==> src/rtl/cmp_arbiter_if.sv <==
// Purpose : request/operand/result bundle shared by the two comparator requesters and cmp_arbiter.
// Latency : none (wires only).
// Backpr. : none; requesters hold req and operands until their ack pulse.
// Ports   : req0/a0/b0 and req1/a1/b1 in; ack0/ack1, grant_id, lt/eq/gt/neq, busy out.
//           With CMP_ARB_STATS_EN defined, cnt0/cnt1 (8-bit completion counters) are added.
// Modports: master = requester side, slave = arbiter side.
interface cmp_arbiter_if #(
   parameter int WIDTH = 4
);
   logic             req0;
   logic [WIDTH-1:0] a0;
   logic [WIDTH-1:0] b0;
   logic             req1;
   logic [WIDTH-1:0] a1;
   logic [WIDTH-1:0] b1;
   logic             ack0;
   logic             ack1;
   logic             grant_id;
   logic             lt;
   logic             eq;
   logic             gt;
   logic             neq;
   logic             busy;
`ifdef CMP_ARB_STATS_EN
   logic [7:0]       cnt0;
   logic [7:0]       cnt1;

   modport master (
      output req0, a0, b0, req1, a1, b1,
      input  ack0, ack1, grant_id, lt, eq, gt, neq, busy, cnt0, cnt1
   );
   modport slave (
      input  req0, a0, b0, req1, a1, b1,
      output ack0, ack1, grant_id, lt, eq, gt, neq, busy, cnt0, cnt1
   );
`else
   modport master (
      output req0, a0, b0, req1, a1, b1,
      input  ack0, ack1, grant_id, lt, eq, gt, neq, busy
   );
   modport slave (
      input  req0, a0, b0, req1, a1, b1,
      output ack0, ack1, grant_id, lt, eq, gt, neq, busy
   );
`endif
endinterface

==> src/rtl/cmp_arbiter.sv <==
// Purpose : round-robin arbiter + sequencer for one shared signed WIDTH-bit comparator.
// Latency : grant at edge T, flags and one-cycle ack at T+1, idle at T+2; next grant no earlier than T+3.
// Backpr. : requesters hold level req and stable operands until ack; losers simply wait in IDLE.
// Ports   : clk, rst_n (async, active-low); bus (cmp_arbiter_if.slave) carries all requests and results.
// Option  : CMP_ARB_STATS_EN adds 8-bit wrapping completion counters cnt0/cnt1 on the interface.
module cmp_arbiter #(
   parameter int WIDTH = 4
) (
   input  logic          clk,
   input  logic          rst_n,
   cmp_arbiter_if.slave  bus
);

   typedef enum logic [1:0] {
      IDLE = 2'd0,
      EVAL = 2'd1,
      RESP = 2'd2
   } state_t;

   state_t           state;
   state_t           state_nxt;

   logic [WIDTH-1:0] op_a;
   logic [WIDTH-1:0] op_b;
   logic             grant_q;
   logic             last_grant;
   logic             lt_q;
   logic             eq_q;
   logic             gt_q;
   logic             neq_q;

   logic             any_req;
   logic             win_id;
   logic             grant_now;

   logic [WIDTH-1:0] x;
   logic             carry;
   logic             cmp_lt;
   logic             cmp_eq;

   assign any_req   = bus.req0 | bus.req1;
   // Contested: the requester that did not win last time. Uncontested: whoever asks.
   assign win_id    = (bus.req0 & bus.req1) ? ~last_grant : bus.req1;
   assign grant_now = (state == IDLE) & any_req;

   // Subtract-based signed compare on the latched operands. Only the carry out
   // of op_a + ~op_b + 1 is needed, so the difference bits are shifted away.
   assign carry  = 1'(({1'b0, op_a} + {1'b0, ~op_b} + {{WIDTH{1'b0}}, 1'b1}) >> WIDTH);
   assign x      = op_a ^ op_b;
   assign cmp_eq = ~|x;
   // Differing signs decide directly; equal signs cannot overflow, so a
   // missing carry (borrow) means op_a < op_b.
   assign cmp_lt = (op_a[WIDTH-1] != op_b[WIDTH-1]) ? op_a[WIDTH-1] : ~carry;

   // State register
   always_ff @(posedge clk or negedge rst_n) begin
      if (!rst_n) begin
         state <= IDLE;
      end else begin
         state <= state_nxt;
      end
   end

   // Next-state logic
   always_comb begin
      state_nxt = state;
      case (state)
         IDLE:    if (any_req) state_nxt = EVAL;
         EVAL:    state_nxt = RESP;
         RESP:    state_nxt = IDLE;
         default: state_nxt = IDLE;
      endcase
   end

   // Operand capture, grant bookkeeping and result registers
   always_ff @(posedge clk or negedge rst_n) begin
      if (!rst_n) begin
         op_a       <= '0;
         op_b       <= '0;
         grant_q    <= 1'b0;
         last_grant <= 1'b1;
         lt_q       <= 1'b0;
         eq_q       <= 1'b0;
         gt_q       <= 1'b0;
         neq_q      <= 1'b0;
      end else begin
         if (grant_now) begin
            op_a       <= win_id ? bus.a1 : bus.a0;
            op_b       <= win_id ? bus.b1 : bus.b0;
            grant_q    <= win_id;
            last_grant <= win_id;
         end
         if (state == EVAL) begin
            lt_q  <= cmp_lt;
            eq_q  <= cmp_eq;
            gt_q  <= ~(cmp_lt | cmp_eq);
            neq_q <= ~cmp_eq;
         end
      end
   end

`ifdef CMP_ARB_STATS_EN
   logic [7:0] cnt0_q;
   logic [7:0] cnt1_q;

   // Counted on the EVAL->RESP edge, i.e. the edge at which ack rises.
   always_ff @(posedge clk or negedge rst_n) begin
      if (!rst_n) begin
         cnt0_q <= 8'd0;
         cnt1_q <= 8'd0;
      end else if (state == EVAL) begin
         if (grant_q) begin
            cnt1_q <= cnt1_q + 8'd1;
         end else begin
            cnt0_q <= cnt0_q + 8'd1;
         end
      end
   end

   assign bus.cnt0 = cnt0_q;
   assign bus.cnt1 = cnt1_q;
`endif

   // Outputs: ack is a decode of the RESP state, so it lasts exactly one cycle
   // and only the granted requester can see it.
   always_comb begin
      bus.ack0     = 1'b0;
      bus.ack1     = 1'b0;
      bus.busy     = (state != IDLE);
      bus.grant_id = grant_q;
      bus.lt       = lt_q;
      bus.eq       = eq_q;
      bus.gt       = gt_q;
      bus.neq      = neq_q;
      if (state == RESP) begin
         bus.ack0 = ~grant_q;
         bus.ack1 = grant_q;
      end
   end

endmodule
==> src/flat_wrapper.sv <==
// flat-port wrapper written by rule: the top's interface ports become plain ports
module cmp_arbiter_flat 
#(
   parameter int WIDTH = 4
)
  (clk, rst_n, bus_req0, bus_a0, bus_b0, bus_req1, bus_a1, bus_b1, bus_ack0, bus_ack1, bus_grant_id, bus_lt, bus_eq, bus_gt, bus_neq, bus_busy);
  cmp_arbiter_if #(.WIDTH(WIDTH)) bus_i ();
  input  logic clk;
  input  logic rst_n;
  input wire logic [$bits(bus_i.req0)-1:0] bus_req0;
  input wire logic [$bits(bus_i.a0)-1:0] bus_a0;
  input wire logic [$bits(bus_i.b0)-1:0] bus_b0;
  input wire logic [$bits(bus_i.req1)-1:0] bus_req1;
  input wire logic [$bits(bus_i.a1)-1:0] bus_a1;
  input wire logic [$bits(bus_i.b1)-1:0] bus_b1;
  output wire logic [$bits(bus_i.ack0)-1:0] bus_ack0;
  output wire logic [$bits(bus_i.ack1)-1:0] bus_ack1;
  output wire logic [$bits(bus_i.grant_id)-1:0] bus_grant_id;
  output wire logic [$bits(bus_i.lt)-1:0] bus_lt;
  output wire logic [$bits(bus_i.eq)-1:0] bus_eq;
  output wire logic [$bits(bus_i.gt)-1:0] bus_gt;
  output wire logic [$bits(bus_i.neq)-1:0] bus_neq;
  output wire logic [$bits(bus_i.busy)-1:0] bus_busy;
  assign bus_i.req0 = bus_req0;
  assign bus_i.a0 = bus_a0;
  assign bus_i.b0 = bus_b0;
  assign bus_i.req1 = bus_req1;
  assign bus_i.a1 = bus_a1;
  assign bus_i.b1 = bus_b1;
  assign bus_ack0 = bus_i.ack0;
  assign bus_ack1 = bus_i.ack1;
  assign bus_grant_id = bus_i.grant_id;
  assign bus_lt = bus_i.lt;
  assign bus_eq = bus_i.eq;
  assign bus_gt = bus_i.gt;
  assign bus_neq = bus_i.neq;
  assign bus_busy = bus_i.busy;
  cmp_arbiter #(.WIDTH(WIDTH)) u_core (.clk(clk), .rst_n(rst_n), .bus(bus_i));
endmodule
==> config.mk <==
export PLATFORM = sky130hd
export DESIGN_NAME = cmp_arbiter_flat
export DESIGN_NICKNAME = d
export VERILOG_FILES = /design/src/rtl/cmp_arbiter_if.sv /design/src/rtl/cmp_arbiter.sv /design/src/flat_wrapper.sv
export SDC_FILE = /design/constraint.sdc
export NUM_CORES = 1
export LEC_CHECK = 0
export CORE_MARGIN = 2
export CORE_UTILIZATION = 39
export CTS_BUF_LIST = sky130_fd_sc_hd__clkbuf_16
export CTS_CLUSTER_DIAMETER = 80
export DETAILED_ROUTE_END_ITERATION = 10
export GPL_TIMING_DRIVEN = 0
export PLACE_DENSITY = 0.7
export SLEW_MARGIN = 20
export SYNTH_ARGS = -nofsm -noshare
export SYNTH_HDL_FRONTEND = slang
export SYNTH_SLANG_ARGS = --single-unit
==> constraint.sdc <==
create_clock -name clk -period 1.59 [get_ports clk]
set_clock_uncertainty 0.05 [all_clocks]
set_input_delay 0.2385 -clock clk [delete_from_list [all_inputs] [get_ports clk]]
set_output_delay 0.2385 -clock clk [all_outputs]
set_load 0.005 [all_outputs]
==> results.tsv, run 1 <==
metric	value	unit
status	finished, final reports clean	
cp_num_cells	5	
viasPerCell	4.929	
crit_family	buffers and inverters	
yosysWarnings	0	
powerDensity	1766	nW/um2
synth_cells	65	
layout.nets	125	
antenna_found_initial	0	
cts_tree	built	
antennaDiodeCount	0	
finalSetupViolations	0	
synth_nets	89	
slowest_stage	clkdlybuf4s50_1	
switching_share	31.25	%
root_buffer	clkbuf_16	
synthSimpleGateAreaFrac	6.615	%
reg2regPathDepth	4	
final_layout_size_suffix_gt1_share	20.00	%
synth_seq_cells	16	
grt_start_max_net_pins	17	
die_w	49.67	um
worstPathRequired	1.67	ns
grt_pass1_vias	674	
initial_core_util	41.45	%
yosys.area_share.adder	6.154	%
max_freq	0.6336	GHz
clk_pin_slew_worst_paths	0.05	ns
synth_top_family_by_area	multiplexers	
core	1962	um2
combPwrFrac	44.0	%
placed_area	1117	um2
wl_per_cell	12.41	um
critPathKind	input port to flip-flop	
synth.cell_area	813.3	um2
synth_mux_area_share	22.77	%
grt_pass1_wl	2.822	mm
num_io_pins	28	
synth_cell_type_count	25	
cts_buffer_depth	2	
cp_cell_sequence	clkdlybuf4s50_1 > a21bo_1 > buf_6 > mux2_4 > mux2_2	
drc	0	
wl	1.576	mm
grtUsageTotal	15.36	%
globalplace.congestion	0.7590	
area_growth	51.69	%
drt_iter0_markers	4	
synthTopCellsByArea	dfrtp_1 46%, mux2i_1 9.8%, mux2_4 7.4%	
path_max_fanout	8	
ant_nets	0	
htree_levels	1	
period_share	99.26	%
p_total	2.178	mW
grt_overflow_total	0	
dieArea	2467	um2
ir_drop	783.1	uV
first_pass_iters	3	
dr_total_vias	626	
hold_buffers	0	
cts_buffers	3	
cp_slowest_stage_delay	0.53	ns
final-hold-violation-count	0	
clk_latency	0.24	ns
rows	16	
cp-end-kind	flip-flop	
synth_top_cell_by_area	dfrtp_1	
p_int	1.497	mW
p_leak	0.6133	nW
slew_violations	0	
min_period	1.578	ns
start_kind	input port	
cts.sinks	16	
path_buf_inv	2	
die_height	49.67	um
hpwl	1.118	mm
yosysTopAreaCellShare	46.15	%
rsz0062_at_grt	true	
crit_arrival	1.65	ns
worst_slew_pin_slew	0.7047	ns
hp-class	input port to async pin	
avgSynthCellArea	12.51	um2
p_seq_share	34.2	%
stdcell_area	1234	um2
synth-xor-area-share	0	%
relSlewSlack	52.88	%
synth_compound_area_share	10.46	%
p_switching	680.7	uW
numPortBuffers	27	
ys_seq_area_share	49.38	%
p_clk_share	21.9	%
maxCapViolations	0	
-- worst paths after layout --
| path | start | slack (ns) | end |
|---|---|---|---|
| worst max register to register | u_core.last_grant$_DFFE_PN1P_ | 0.02 | u_core.op_a[2]$_DFFE_PN0P_ |
| worst max-delay path | bus_req0 | 0.01 | u_core.op_a[2]$_DFFE_PN0P_ |
| min in group clk | bus_req1 | 0.42 | u_core.last_grant$_DFFE_PN1P_ |
| worst min-delay path | rst_n | 0.37 | u_core.op_a[3]$_DFFE_PN0P_ |
| max in group asynchronous | rst_n | 0.67 | u_core.op_a[0]$_DFFE_PN0P_ |
| worst min register to register | u_core.bus.eq$_DFFE_PN0N_ | 0.43 | u_core.bus.eq$_DFFE_PN0N_ |
-- power groups by stage --
stage / registers, mW / logic (mW) / clock network (mW)
final: 0.744 / 0.957 / 0.477
after global routing: 0.768 / 1.09 / 0.513
after CTS: 0.738 / 0.966 / 0.487
after detailed placement: 0.731 / 0.932 / 0
after global placement: 0.726 / 0.905 / 0
after floorplan: 0.711 / 0.598 / 0
-- cell type report --
cell class	count	area, um2
Fill cell	185	728.2
Sequential cell	16	401.6
Multi-Input combinational cell	41	386.6
Timing Repair Buffer	31	295.3
Clock buffer	3	75.07
Tap cell	27	33.78
Inverter	7	26.28
Buffer	1	11.26
Clock inverter	1	3.754
-- placed cells by master, fill, tap and decap left out, drive strengths merged --
cell type,Yosys,routed
clkinv,0,1
mux2,8,8
a21oi,1,1
dfstp,1,1
dfrtp,15,15
nor3b,1,1
o2bb2ai,1,1
nand4,1,1
o211ai,1,1
o21ai,2,2
a21bo,1,1
nand2b,1,1
ha,4,4
a211oi,1,1
a22o,1,1
and3b,1,1
buf,1,5
o211a,1,1
nor2b,1,1
clkbuf,0,3
clkdlybuf4s50,0,23
mux2i,8,8
nor2,5,5
dlygate4sd2,0,4
a31oi,1,1
a21o,1,1
inv,7,7
-- worst register-to-register path, cell delays in order (launching register included) --
cell,delay [ns]
dfstp_2,0.55
a21bo_1,0.14
buf_6,0.16
mux2_4,0.31
mux2_2,0.26
-- metal layers --
layer,GRT usage [%],up-vias,routed length [um]
met2,26.89,19,857
li1,-,303,-
met3,2.121,4,86
met1,17.42,300,604
met5,0,-,0
met4,9.722,0,27
-- registers in the layout, summed over array words and instances (netlist names) --
name / cells
u_core.op_a: 4
u_core.op_b: 4
u_core.state: 2
u_core.bus.eq: 1
u_core.bus.grant_id: 1
u_core.bus.gt: 1
u_core.bus.lt: 1
u_core.bus.neq: 1
u_core.last_grant: 1
-- per-stage QoR --
stage,setup TNS [ns],instances,hold WS [ns],utilization (%),setup WS (ns)
floorplan,0,65,-0.1071,-,0.1089
global placement,-0.9841,119,0.4103,56.95,-0.2486
detailed placement,-1.141,119,0.4257,56.95,-0.2879
CTS,-0.003646,126,0.3920,62.24,-0.003646
global route,-0.1144,127,0.4473,62.88,-0.03756
finish,0,127,0.3741,62.88,0.01183
-- logic make-up after synthesis --
group,count (synthesis)
AOI/OAI and AO/OA,11
adders and majority gates,4
buffers and inverters,8
DFF,16
muxes,16
and+or+nand+nor,10
-- synthesized netlist by cell type --
| cell | number |
|---|---|
| a211oi_1 | 1 |
| a21bo_1 | 1 |
| a21o_1 | 1 |
| a21oi_1 | 1 |
| a22o_1 | 1 |
| a31oi_1 | 1 |
| and3b_1 | 1 |
| buf_6 | 1 |
| dfrtp_1 | 15 |
| dfstp_2 | 1 |
| ha_1 | 4 |
| inv_1 | 7 |
| mux2_2 | 4 |
| mux2_4 | 4 |
| mux2i_1 | 8 |
| nand2b_1 | 1 |
| nand4_1 | 1 |
| nor2_1 | 5 |
| nor2b_1 | 1 |
| nor3b_1 | 1 |
| o211a_1 | 1 |
| o211ai_1 | 1 |
| o21ai_0 | 1 |
| o21ai_2 | 1 |
| o2bb2ai_1 | 1 |
-- what timing repair did --
item / CTS / global route
pin swaps: 1 / 0
buffers inserted: 3 / 1
resized for setup: 6 / 1
endpoints found under the setup margin: 7 / 5
No activity file was read; power rests on OpenSTA's default activity.
==> inputs of run 2 (changes only) <==
--- a/config.mk
+++ b/config.mk
@@ -6,12 +6,13 @@
 export NUM_CORES = 1
 export LEC_CHECK = 0
 export CORE_MARGIN = 2
-export CORE_UTILIZATION = 39
+export CORE_UTILIZATION = 47
 export CTS_BUF_LIST = sky130_fd_sc_hd__clkbuf_16
 export CTS_CLUSTER_DIAMETER = 80
 export DETAILED_ROUTE_END_ITERATION = 10
 export GPL_TIMING_DRIVEN = 0
-export PLACE_DENSITY = 0.7
+export PLACE_DENSITY = 0.8
+export SETUP_SLACK_MARGIN = 0.5
 export SLEW_MARGIN = 20
 export SYNTH_ARGS = -nofsm -noshare
 export SYNTH_HDL_FRONTEND = slang
==> constraint.sdc (replaced) <==
create_clock -name clk -period 1.9 [get_ports clk]
set_clock_uncertainty 0.05 [all_clocks]
set_input_delay 0.285 -clock clk [delete_from_list [all_inputs] [get_ports clk]]
set_output_delay 0.285 -clock clk [all_outputs]
set_load 0.005 [all_outputs]
==> run 2 against run 1 <==
Compared with the run above:
- die area shrank 16%
- combinational power decreased by 2.8%
- non-clock buffer count increased by 8
- clock power is 16% lower
- via count is 3.5% higher
- final area grew 3.3%
- cell count down 1.6%
- register-to-register slack improved by 0.37 ns
- flip-flop and latch count stayed put
- sequential power fell by 19%
==> results.tsv, run 2 (synthesized netlist as in run 1, its figures left out) <==
metric	value	unit	change
cp-end-kind	flip-flop		
final-hold-violation-count	0		unchanged
path_buf_inv	1		-1
powerDensity	1518	nW/um2	-14%
core	1670	um2	-15%
dieArea	2079	um2	-16%
p_clk_share	20.8	%	-1.1 points
worstPathRequired	1.97	ns	+0.30 ns
antennaDiodeCount	0		unchanged
p_seq_share	31.2	%	-3.0 points
critPathKind	flip-flop to flip-flop		
dpl_worst_slack	-0.01867	ns	+0.2692 ns
clk_latency	0.24	ns	about the same
top_regs	u_core.op_a (4), u_core.op_b (4), u_core.state (2)		
cts_tree	built		
switching_share	31.53	%	+0.28 points
p_switching	610.1	uW	-10%
hp-class	input port to flip-flop		
grt_pass1_vias	670		-0.59%
globalplace.congestion	0.7278		-4.1%
num_io_pins	28		unchanged
numPortBuffers	27		unchanged
fillers	122		-34%
hold_buffers	0		unchanged
start_kind	flip-flop		
ant_nets	0		unchanged
clk_pin_slew_worst_paths	0.05	ns	about the same
rsz0062_at_grt	true		
cts_buffer_depth	2		unchanged
period_share	79.72	%	
p_int	1.325	mW	-12%
area_growth	56.77	%	
finalSetupViolations	0		unchanged
cts_buffers	3		unchanged
rows	15		-1
r2r-start	u_core.last_grant$_DFFE_PN1P_		
die_height	45.60	um	-8.2%
wl_per_cell	13.24	um	+6.7%
final_cell_mix	17 x clkdlybuf4s50_1, 15 x dfrtp_1, 10 x buf_4, 8 x inv_1, 8 x mux2i_1		
maxCapViolations	0		unchanged
drc	0		unchanged
final_common_cell	clkdlybuf4s50_1		
crit_family	multiplexers		
place_inst	109		-8.4%
hold_start	bus_req0		
layout.nets	133		+6.4%
die_w	45.60	um	-8.2%
viasPerCell	5.184		+5.2%
crit_start	u_core.last_grant$_DFFE_PN1P_		
cts.sinks	16		unchanged
layoutNonFillerInstCount	125		-1.6%
ir_drop	768.6	uV	-1.9%
drt_iter0_markers	9		+5
htree_levels	1		unchanged
worst_slew_pin_slew	0.7071	ns	+0.002451 ns
relSlewSlack	52.71	%	-0.16 points
path_max_fanout	7		-1
final_layout_size_suffix_gt1_share	27.78	%	+7.8 points
p_total	1.935	mW	-11%
hpwl	1.103	mm	-1.3%
dr_total_vias	648		+3.5%
combPwrFrac	48.1	%	+4.1 points
min_period	1.515	ns	
cp_cell_sequence	a21bo_1 > buf_6 > mux2_4 > mux2_2		
wl	1.655	mm	+5.0%
slowest_stage	dfstp_2		
grt_pass1_wl	2.718	mm	-3.7%
first_pass_iters	4		+1
cp_slowest_stage_delay	0.53	ns	about the same
setup_ws	0.3854	ns	+0.3735 ns
grtUsageTotal	17.92	%	+2.6 points
max_freq	0.6602	GHz	
antenna_found_initial	0		unchanged
grt_overflow_total	0		unchanged
initial_core_util	48.69	%	+7.2 points
root_buffer	clkbuf_16		
status	finished, final reports clean		
slew_violations	0		unchanged
grt_start_max_net_pins	17		unchanged
final_core_util	76.33	%	+13 points
crit_arrival	1.59	ns	-0.06 ns
p_leak	0.6623	nW	+8.0%
## run 2: cell count changes in the layout (fill, tap and decap cells not counted), sizes merged
cell           previous run  this run
buf                       5        15
clkinv                    1         0
inv                       7         8
clkdlybuf4s15             0         1
clkdlybuf4s50            23        17
dlygate4sd2               4         7
## run 2: through the flow
stage,setup TNS [ns],hold slack [ns],area (um2)
2_1_floorplan,0,-0.06059,813.3
3_3_place_gp,0,0.4103,1105
3_5_place_dp,-0.06497,0.4192,1105
4_1_cts,0,0.3555,1264
5_1_grt,0,0.3800,1275
6_report,0,0.3561,1275
## run 2: layout make-up
type                       instances  area (um2)  share of cell area [%]
timing repair buffer              39       349.1                   27.38
multi-input combinational         41       386.6                   30.32
inverter                           7       26.28                   2.061
tap                               17       21.27                   1.668
clock buffer                       3       75.07                   5.888
clock inverter                     1       3.754                  0.2944
sequential                        16       401.6                   31.50
buffer                             1       11.26                  0.8832
## run 2: layer usage
| metal | routed length (um) | global-route usage [%] | up-vias |
|---|---|---|---|
| met5 | 0 | 0 | - |
| met4 | 14 | 5.294 | 0 |
| met3 | 39 | 3.571 | 2 |
| met2 | 927 | 31.27 | 14 |
| met1 | 673 | 22.06 | 315 |
| li1 | - | - | 317 |
## run 2: path summary, 6_finish.rpt
path | end | slack [ns] | depth (start not counted)
max | u_core.op_b[0]$_DFFE_PN0P_ | 0.39 | 4
max reg2reg | u_core.op_b[0]$_DFFE_PN0P_ | 0.39 | 4
max in group asynchronous | u_core.bus.grant_id$_DFFE_PN0P_ | 0.93 | 1
min reg2reg | u_core.bus.eq$_DFFE_PN0N_ | 0.42 | 1
min in group asynchronous | u_core.op_a[3]$_DFFE_PN0P_ | 0.42 | 1
min | u_core.last_grant$_DFFE_PN1P_ | 0.36 | 2
## run 2: timing repair
item                                   in CTS  in global routing
setup endpoints to repair                  12                 11
resized for setup                          17                  5
endpoints found under the hold margin       0                  0
buffers inserted                           11                  1
pin swaps                                   3                  2
## run 2: power by group through the flow
stage	Sequential, mW	Combinational, mW	Clock, mW
floorplan	0.595	0.501	0
global placement	0.602	0.756	0
detailed placement	0.614	0.778	0
CTS	0.601	0.891	0.408
global route	0.621	1.04	0.419
finish	0.603	0.930	0.402
==> inputs of run 3 (changes only) <==
--- a/config.mk
+++ b/config.mk
@@ -6,12 +6,12 @@
 export NUM_CORES = 1
 export LEC_CHECK = 0
 export CORE_MARGIN = 2
-export CORE_UTILIZATION = 47
+export CORE_UTILIZATION = 39
 export CTS_BUF_LIST = sky130_fd_sc_hd__clkbuf_16
 export CTS_CLUSTER_DIAMETER = 80
 export DETAILED_ROUTE_END_ITERATION = 10
 export GPL_TIMING_DRIVEN = 0
-export PLACE_DENSITY = 0.8
+export PLACE_DENSITY = 0.7
 export SETUP_SLACK_MARGIN = 0.5
 export SLEW_MARGIN = 20
 export SYNTH_ARGS = -nofsm -noshare
==> constraint.sdc (replaced) <==
create_clock -name clk -period 1.3 [get_ports clk]
set_clock_uncertainty 0.05 [all_clocks]
set_input_delay 0.195 -clock clk [delete_from_list [all_inputs] [get_ports clk]]
set_output_delay 0.195 -clock clk [all_outputs]
set_load 0.005 [all_outputs]
==> run 3 against run 2 <==
Compared with the run above:
- the flow now finishes with violations (negative setup slack)
- cell count rose by 14%
- maximum frequency rose by 1.4%
- setup slack got worse by 0.58 ns
- register-to-register slack got worse by 0.58 ns
- critical path depth did not move
- critical endpoint is now u_core.op_a[1]$_DFFE_PN0P_
==> results.tsv, run 3 (synthesized netlist as in run 1, its figures left out) <==
metric	value	unit	change
rsz0062_at_grt	true		
grt_pass1_wl	3.222	mm	+19%
period_share	114.9	%	+35 points
cts_tree	built		
top_regs	u_core.op_a (4), u_core.op_b (4), u_core.state (2)		
p_leak	0.6885	nW	+4.0%
violations	negative setup slack		
relSlewSlack	52.21	%	-0.50 points
drt_iter0_markers	8		-1
p_total	3.232	mW	+67%
whs	0.06571	ns	-0.2904 ns
crit_arrival	1.57	ns	-0.02 ns
wl_per_cell	12.92	um	-2.4%
reg2regPathDepth	4		unchanged
slew_violations	0		unchanged
antenna_found_initial	0		unchanged
hpwl	1.046	mm	-5.2%
r2r-start	u_core.last_grant$_DFFE_PN1P_		
worst_slew_pin_slew	0.7168	ns	+0.009729 ns
finalSetupViolations	12		+12
dr_total_vias	681		+5.1%
min_period	1.493	ns	-0.02132 ns
crit_start	u_core.last_grant$_DFFE_PN1P_		
die_w	49.67	um	+8.9%
status	finished with violations		
hold_buffers	0		unchanged
num_io_pins	28		unchanged
final_cell_mix	16 x clkdlybuf4s50_1, 15 x dfrtp_1, 14 x buf_4, 8 x mux2i_1, 8 x buf_2		
drc	0		unchanged
clk_latency	0.24	ns	about the same
critPathKind	flip-flop to flip-flop		
cp_cell_sequence	a21bo_1 > buf_6 > mux2_4 > mux2_2		
worstPathRequired	1.38	ns	-0.59 ns
grtUsageTotal	17.63	%	-0.29 points
die_height	49.67	um	+8.9%
viasPerCell	4.796		-7.5%
initial_core_util	41.45	%	-7.2 points
cp_slowest_stage_delay	0.53	ns	about the same
layoutNonFillerInstCount	142		+14%
core	1962	um2	+17%
root_buffer	clkbuf_16		
maxCapViolations	0		unchanged
rows	16		+1
grt_start_max_net_pins	17		unchanged
htree_levels	1		unchanged
dieArea	2467	um2	+19%
cts_buffers	3		unchanged
clk_pin_slew_worst_paths	0.05	ns	about the same
setup_ws	-0.1933	ns	-0.5787 ns
final-hold-violation-count	0		unchanged
cts.sinks	16		unchanged
ant_nets	0		unchanged
place_inst	119		+9.2%
layout.nets	140		+5.3%
cp-end-kind	flip-flop		
dpl_worst_slack	-0.5186	ns	-0.4999 ns
antennaDiodeCount	0		unchanged
endpoint	u_core.op_a[1]$_DFFE_PN0P_		
final_layout_size_suffix_gt1_share	45.22	%	+17 points
ir_drop	1270	uV	+65%
globalplace.congestion	0.7738		+6.3%
area_growth	68.31	%	
path_max_fanout	7		unchanged
cts_buffer_depth	2		unchanged
powerDensity	2361	nW/um2	+56%
grt_overflow_total	0		unchanged
first_pass_iters	4		unchanged
wl	1.835	mm	+11%
start_kind	flip-flop		
slowest_stage	dfstp_2		
grt_pass1_vias	699		+4.3%
rr_endpoint	u_core.op_a[1]$_DFFE_PN0P_		
final_common_cell	clkdlybuf4s50_1		
hp-class	input port to async pin		
numPortBuffers	27		unchanged
rrSetupSlack	-0.19	ns	-0.58 ns
max_freq	0.6697	GHz	+1.4%
run 3: cell count changes in the layout (fill, tap and decap cells not counted), moves of 2 or more:
cell,previous run,this run
buf_2,2,8
buf_4,10,14
buf_6,3,6
dlygate4sd2_1,7,3
ha_1,4,2
ha_4,0,2
inv_1,8,3
inv_2,0,3
run 3: what timing repair did:
item | CTS | global route
setup buffers | 15 | 4
gates cloned | 0 | 0
pin swaps | 7 | 2
gates resized for setup | 48 | 0
endpoints found under the setup margin | 40 | 24
run 3: layer usage:
| layer | track usage, % | wire length, um |
|---|---|---|
| met1 | 19.57 | 772 |
| met5 | 0 | 0 |
| met4 | 10.19 | 41 |
| met3 | 4.545 | 92 |
| met2 | 30.22 | 928 |
run 3: cell type report:
cell class / instances / area [um2]
Clock buffer: 3 / 75.07
Fill cell: 156 / 593.1
Clock inverter: 1 / 3.754
Buffer: 1 / 11.26
Sequential cell: 16 / 401.6
Multi-Input combinational cell: 41 / 426.7
Inverter: 7 / 28.78
Timing Repair Buffer: 46 / 387.9
Tap cell: 27 / 33.78
run 3: where the power goes:
part           internal [mW]  switching (mW)
Sequential             0.754           0.167
Clock                  0.407           0.184
Combinational           1.02           0.698
run 3: worst min path at each step:
stage / start / endpoint / slack, ns / depth (start not counted)
after floorplan: rst_n / u_core.bus.eq$_DFFE_PN0N_ / -0.15 / 0
after global placement: u_core.bus.eq$_DFFE_PN0N_ / u_core.bus.eq$_DFFE_PN0N_ / 0.42 / 1
after detailed placement: u_core.bus.eq$_DFFE_PN0N_ / u_core.bus.eq$_DFFE_PN0N_ / 0.44 / 1
after CTS: rst_n / u_core.state[0]$_DFFE_PN0P_ / 0.08 / 1
after global routing: rst_n / u_core.op_b[2]$_DFFE_PN0P_ / 0.11 / 1
final: rst_n / u_core.op_b[2]$_DFFE_PN0P_ / 0.07 / 1
run 3: stage by stage:
step	utilization, %	cell area, um2	setup TNS, ns
after floorplan	-	835.8	-0.7244
final	69.77	1369	-1.361
after global placement	58.10	1140	-3.290
after detailed placement	58.10	1140	-3.537
after global routing	69.77	1369	-2.209
after CTS	68.24	1339	-1.407
run 3: critical path: cells and delay by family, from the launching register on:
family | cells | cell delay, ns
compound gates | 1 | 0.11
buf+inv | 1 | 0.13
flops | 1 | 0.53
mux | 2 | 0.55
